[src/rtl/led_breathe_if.sv]
// LED drive stage port bundle: tick/mode in, PWM drive plus ramp-cycle strobe and level out.
interface led_breathe_if #(
   parameter int unsigned PWM_WIDTH = 8
);
   logic                 tick_i;
   logic [1:0]           mode_i;
   logic                 led_o;
   logic                 cycle_o;
   logic [PWM_WIDTH-1:0] level_o;

   modport master (output tick_i, mode_i, input led_o, cycle_o, level_o);
   modport slave  (input tick_i, mode_i, output led_o, cycle_o, level_o);
endinterface

[src/rtl/led_breathe.sv]
// LED PWM driver with OFF/ON/BLINK/BREATHE patterns; level advances once per upstream tick.
// Optional LED_BREATHE_GAMMA_EN squares the level into the duty for a perceptual ramp.
module led_breathe #(
   parameter int unsigned PWM_WIDTH = 8,
   parameter int unsigned STEP      = 4,
   parameter int unsigned MIN_LEVEL = 0,
   parameter int unsigned MAX_LEVEL = 255
) (
   input  logic         clk_i,
   input  logic         rst_i,
   led_breathe_if.slave bus
);
   localparam int unsigned AW = PWM_WIDTH + 1;
   localparam logic [AW-1:0] MIN_E      = AW'(MIN_LEVEL);
   localparam logic [AW-1:0] MAX_E      = AW'(MAX_LEVEL);
   localparam logic [AW-1:0] STEP_E     = AW'(STEP);
   localparam logic [AW-1:0] MIN_STEP_E = AW'(MIN_LEVEL + STEP);
   localparam logic [PWM_WIDTH-1:0] MIN_L = PWM_WIDTH'(MIN_LEVEL);
   localparam logic [PWM_WIDTH-1:0] MAX_L = PWM_WIDTH'(MAX_LEVEL);

   localparam logic [1:0] M_OFF     = 2'b00;
   localparam logic [1:0] M_ON      = 2'b01;
   localparam logic [1:0] M_BLINK   = 2'b10;
   localparam logic [1:0] M_BREATHE = 2'b11;

   typedef enum logic {UP = 1'b0, DOWN = 1'b1} dir_t;

   dir_t                 dir_q, dir_d;
   logic [PWM_WIDTH-1:0] level_q, level_d;
   logic [PWM_WIDTH-1:0] pwm_cnt;
   logic [PWM_WIDTH-1:0] duty;
   logic [1:0]           mode_q;
   logic                 cycle_q, cycle_d;
   logic                 led_q;
   logic [AW-1:0]        base, sum, diff;

   // State register: ramp direction, level, mode history, free-running PWM counter.
   always_ff @(posedge clk_i) begin
      if (rst_i) begin
         dir_q   <= UP;
         level_q <= MIN_L;
         mode_q  <= M_OFF;
         pwm_cnt <= '0;
         cycle_q <= 1'b0;
      end else begin
         dir_q   <= dir_d;
         level_q <= level_d;
         mode_q  <= bus.mode_i;
         pwm_cnt <= pwm_cnt + PWM_WIDTH'(1);
         cycle_q <= cycle_d;
      end
   end

   // Next-state: mode entry actions take priority over a same-cycle tick.
   always_comb begin
      level_d = level_q;
      dir_d   = dir_q;
      cycle_d = 1'b0;
      base    = (AW'(level_q) < MIN_E) ? MIN_E :
                ((AW'(level_q) > MAX_E) ? MAX_E : AW'(level_q));
      sum     = base + STEP_E;
      diff    = base - STEP_E;
      if (bus.mode_i != mode_q) begin
         if (bus.mode_i == M_BLINK) begin
            level_d = MAX_L;
         end else if (bus.mode_i == M_BREATHE) begin
            dir_d = UP;
         end
      end else if (bus.tick_i) begin
         case (mode_q)
            M_BLINK: level_d = (level_q == MIN_L) ? MAX_L : MIN_L;
            M_BREATHE: begin
               case (dir_q)
                  UP: begin
                     if (sum >= MAX_E) begin
                        level_d = MAX_L;
                        dir_d   = DOWN;
                     end else begin
                        level_d = PWM_WIDTH'(sum);
                     end
                  end
                  DOWN: begin
                     if (base < MIN_STEP_E) begin
                        level_d = MIN_L;
                        dir_d   = UP;
                        cycle_d = 1'b1;
                     end else begin
                        level_d = PWM_WIDTH'(diff);
                     end
                  end
                  default: dir_d = UP;
               endcase
            end
            default: ;
         endcase
      end
   end

`ifdef LED_BREATHE_GAMMA_EN
   logic [2*PWM_WIDTH-1:0] sq;
   logic [PWM_WIDTH-1:0]   duty_q;

   assign sq = (2*PWM_WIDTH)'(level_q) * (2*PWM_WIDTH)'(level_q);

   always_ff @(posedge clk_i) begin
      if (rst_i) duty_q <= '0;
      else       duty_q <= PWM_WIDTH'(sq >> PWM_WIDTH);
   end

   assign duty = duty_q;
`else
   assign duty = level_q;
`endif

   // Registered LED drive.
   always_ff @(posedge clk_i) begin
      if (rst_i) begin
         led_q <= 1'b0;
      end else begin
         case (mode_q)
            M_OFF:   led_q <= 1'b0;
            M_ON:    led_q <= 1'b1;
            default: led_q <= (pwm_cnt < duty);
         endcase
      end
   end

   assign bus.led_o   = led_q;
   assign bus.cycle_o = cycle_q;
   assign bus.level_o = level_q;
endmodule
[src/flat_wrapper.sv]
// flat-port wrapper written by rule: the top's interface ports become plain ports
module led_breathe_flat 
#(
   parameter int unsigned PWM_WIDTH = 8,
   parameter int unsigned STEP      = 4,
   parameter int unsigned MIN_LEVEL = 0,
   parameter int unsigned MAX_LEVEL = 255
)
  (clk_i, rst_i, bus_tick_i, bus_mode_i, bus_led_o, bus_cycle_o, bus_level_o);
  led_breathe_if #(.PWM_WIDTH(PWM_WIDTH)) bus_i ();
  input  logic clk_i;
  input  logic rst_i;
  input wire logic [$bits(bus_i.tick_i)-1:0] bus_tick_i;
  input wire logic [$bits(bus_i.mode_i)-1:0] bus_mode_i;
  output wire logic [$bits(bus_i.led_o)-1:0] bus_led_o;
  output wire logic [$bits(bus_i.cycle_o)-1:0] bus_cycle_o;
  output wire logic [$bits(bus_i.level_o)-1:0] bus_level_o;
  assign bus_i.tick_i = bus_tick_i;
  assign bus_i.mode_i = bus_mode_i;
  assign bus_led_o = bus_i.led_o;
  assign bus_cycle_o = bus_i.cycle_o;
  assign bus_level_o = bus_i.level_o;
  led_breathe #(.PWM_WIDTH(PWM_WIDTH), .STEP(STEP), .MIN_LEVEL(MIN_LEVEL), .MAX_LEVEL(MAX_LEVEL)) u_core (.clk_i(clk_i), .rst_i(rst_i), .bus(bus_i));
endmodule
[config.mk]
export PLATFORM = sky130hd
export DESIGN_NAME = led_breathe_flat
export DESIGN_NICKNAME = d
export VERILOG_FILES = /design/src/rtl/led_breathe_if.sv /design/src/rtl/led_breathe.sv /design/src/flat_wrapper.sv
export SDC_FILE = /design/constraint.sdc
export NUM_CORES = 1
export LEC_CHECK = 0
export ABC_AREA = 1
export CORE_ASPECT_RATIO = 1.1
export CORE_MARGIN = 3
export CORE_UTILIZATION = 30
export DETAILED_ROUTE_END_ITERATION = 6
export GPL_TIMING_DRIVEN = 0
export SKIP_LAST_GASP = 1
export SLEW_MARGIN = 30
export SYNTH_ARGS = -nofsm -noshare
export SYNTH_HDL_FRONTEND = slang
export SYNTH_SLANG_ARGS = --single-unit
[constraint.sdc]
create_clock -name clk_i -period 3.4 [get_ports clk_i]
set_clock_uncertainty 0.05 [all_clocks]
set_input_delay 0.68 -clock clk_i [delete_from_list [all_inputs] [get_ports clk_i]]
set_output_delay 0.68 -clock clk_i [all_outputs]
set_load 0.1 [all_outputs]
==> run_results.csv <==
group,metric,value,unit
logic_synthesis,synth_area,0.00134,sq mm
logic_synthesis,syn_inst,198,
power,p_leak,0.692,nW
logic_synthesis,ys.warnings.count,0,
floorplan,start_util,32.3,%
floorplan,io_pins,15,
timing,post-route-min-period,2.68,ns
setup_path,critPathTopFamily,"buffers and inverters",
power,power_switching,0.237,mW
grt,grt_pass1_vias,1228,
detailed_routing,antenna_left,0,
job,maxCapViolations,0,
grt,track_usage,12.1,%
setup_path,endpoint_kind,"output pin",
hold_path,hp-class,"reg2reg",
detailed_routing,viasPerCell,4.95,
cts,clk_pin_slew,0.08,ns
logic_synthesis,netlist_top_cells_count,"nand2_1, inv_1, nor2_1",
timing,relSlewSlack,35.5,%
detailed_routing,wl_per_cell,11.4,um
detailed_routing,first_iter_violations,149,
logic_synthesis,synth-edff-count,0,
finish,n_antenna_cell,0,
setup_path,cp_max_fo,7,
outcome,status,"completed",
cts,clk_latency,0.26,ns
logic_synthesis,netlist.top_cell.by_area,"dfxtp_1",
logic_synthesis,yosys.area_share.simple,30.0,%
timing,fmax,373,MHz
logic_synthesis,synth_adder_area_share,11.2,%
timing,hold_viol,0,
logic_synthesis,syn_avg_cell_area,6.77,sq um
setup_path,slowest_stage,"clkdlybuf4s50_1",
timing,rsz0062_at_grt,"no",
cts,hold_buffers,0,
cts,h-tree-depth,1,
setup_path,cp_cell_sequence,"clkdlybuf4s50_1",
power,swShare,36.8,%
cts,tritoncts,"done",
power,powerDensity,405,mW/mm^2
logic_synthesis,ys_types,26,
detailed_routing,via_count,1321,
placed_design,post-dp-hpwl,2340,um
cts,post_cts_resize_count,0,
setup_path,cp.arrival,1.95,ns
grt,grt_pass1_wl,5420,um
power,p_clk_share,28.9,%
cts,cts_setup_buffers,0,
floorplan,core,0.00414,sq mm
timing,finalSetupTns,0,ns
cts,clock_sinks,20,
logic_synthesis,synth.most_common_cell,"nand2_1",
detailed_routing,finalWirelength,3040,um
logic_synthesis,synth_top_area_share,29.9,%
power,ir_drop,0.000216,V
finish,design_area,0.00159,sq mm
floorplan,die_width,69.7,um
cts,cts_buffers,3,
finish,drive_gt1_share,6.05,%
grt,gr-total-overflow,0,
finish,final_nets,233,
grt,grt_antenna_before_repair,0,
floorplan,die_h,76.1,um
timing,finalCritPeriodShare,78.9,%
placed_design,dpl_cell_area,0.00154,sq mm
logic_synthesis,ys_seq_elements,20,
power,seqPwrFrac,40.8,%
setup_path,path_buf_inv,1,
timing,finalSetupViolations,0,
power,combPwrFrac,30.3,%
grt,grt_max_degree,12,
logic_synthesis,muxShareOfSynthArea,0,%
timing,worst_pin_slew,0.965,ns
logic_synthesis,synth_top_family_by_area,"simple AND/OR/NAND/NOR gates",
setup_path,criticalPathCategory,"reg2out",
finish,syn_to_final_growth,18.7,%
logic_synthesis,synth-compound-area-share,15.9,%
setup_path,cp-start-kind,"register",
setup_path,crit_required,2.67,ns
placed_design,port_buffers,13,
floorplan,die_area,0.00531,sq mm
cts,cts_max_path_buffers,2,
power,internal_power,0.407,mW
timing,slew_viol_final,0,
placed_design,gp_congestion,0.883,
logic_synthesis,syn_nets,215,
cts,root_buffer,"clkbuf_8",
logic_synthesis,ys.flop_type,"dfxtp_1",
logic_synthesis,async_flop_share,0,%
logic_synthesis,yosys-top-cells-area,"dfxtp_1, nand2_1, ha_1, inv_1, nor2_1",
setup_path,cp_slowest_stage_delay,1.19,ns
logic_synthesis,synth_seq_area_share,29.9,%
floorplan,rows,24,
detailed_routing,drcViolationCount,0,
power,p_total,0.644,mW
logic_synthesis,synth-xor-area-share,3.27,%
detailed_routing,firstDrtPassIters,4,
power by group through the flow:
stage	logic (mW)	clock network (mW)	registers, mW
floorplan	0.0958	0	0.322
global placement	0.195	0	0.268
detailed placement	0.195	0	0.268
CTS	0.196	0.189	0.263
global route	0.215	0.202	0.265
finish	0.195	0.186	0.263
final cells by class:
class,count,area (sq um)
Buffer,5,30.0
Tap cell,52,65.1
Fill cell,446,2550
Multi-Input combinational cell,146,808
Clock buffer,4,55.1
Sequential cell,20,400
Timing Repair Buffer,13,130
Inverter,27,101
state kept, by name, indices dropped and copies added (netlist names):
signal              flops
u_core.pwm_cnt          8
u_core.bus.led_o        1
u_core.dir_q            1
u_core.bus.cycle_o      1
u_core.mode_q           2
u_core.bus.level_o      7
logic make-up after synthesis:
group,Yosys count
AOI/OAI and AO/OA,37
adders and majority gates,12
xor gates and xnor gates,5
and+or+nand+nor,92
DFF,20
buffers and inverters,32
metal layers:
metal / track usage [%] / wire length [um]
met3: 2.77 / 112
met5: 0 / 0
met1: 15.9 / 1490
met2: 20.7 / 1420
met4: 1.72 / 21
layout by cell type, fill, tap and decap left out, drive strengths merged:
cell type | Yosys | layout
nor2 | 25 | 25
a31oi | 3 | 3
o211ai | 3 | 3
o2111ai | 1 | 1
nand3 | 16 | 16
inv | 26 | 26
nand4 | 2 | 2
o21bai | 2 | 2
nand2 | 42 | 42
o21ai | 12 | 12
buf | 3 | 3
xor2 | 2 | 2
clkdlybuf4s50 | 0 | 13
nor3 | 5 | 5
o21a | 1 | 1
a21oi | 13 | 13
ha | 12 | 12
o31ai | 2 | 2
xnor2 | 3 | 3
nor3b | 1 | 1
nor4 | 1 | 1
dfxtp | 20 | 20
clkbuf | 2 | 6
clkinv | 1 | 1
per-stage QoR:
step | cells | worst slack, ns | hold slack [ns] | utilization, %
floorplan | 198 | 0.930 | 0.377 | -
detailed placement | 263 | 0.999 | 0.408 | 37.0
global route | 267 | 0.657 | 0.480 | 38.4
finish | 267 | 0.716 | 0.421 | 38.4
CTS | 267 | 0.715 | 0.426 | 38.4
global placement | 263 | 0.983 | 0.398 | 37.0
path summary, 6_finish.rpt:
kind,start,to,slack [ns],cells past startpoint
max,u_core.bus.level_o[5],bus_level_o[5],0.72,1
min,u_core.pwm_cnt[0],u_core.pwm_cnt[0],0.42,1
max reg2reg,u_core.bus.level_o[3],u_core.bus.level_o[0],1.49,12
min reg2reg,u_core.pwm_cnt[0],u_core.pwm_cnt[0],0.42,1
Note: power is estimated with default switching activity, not from simulation.
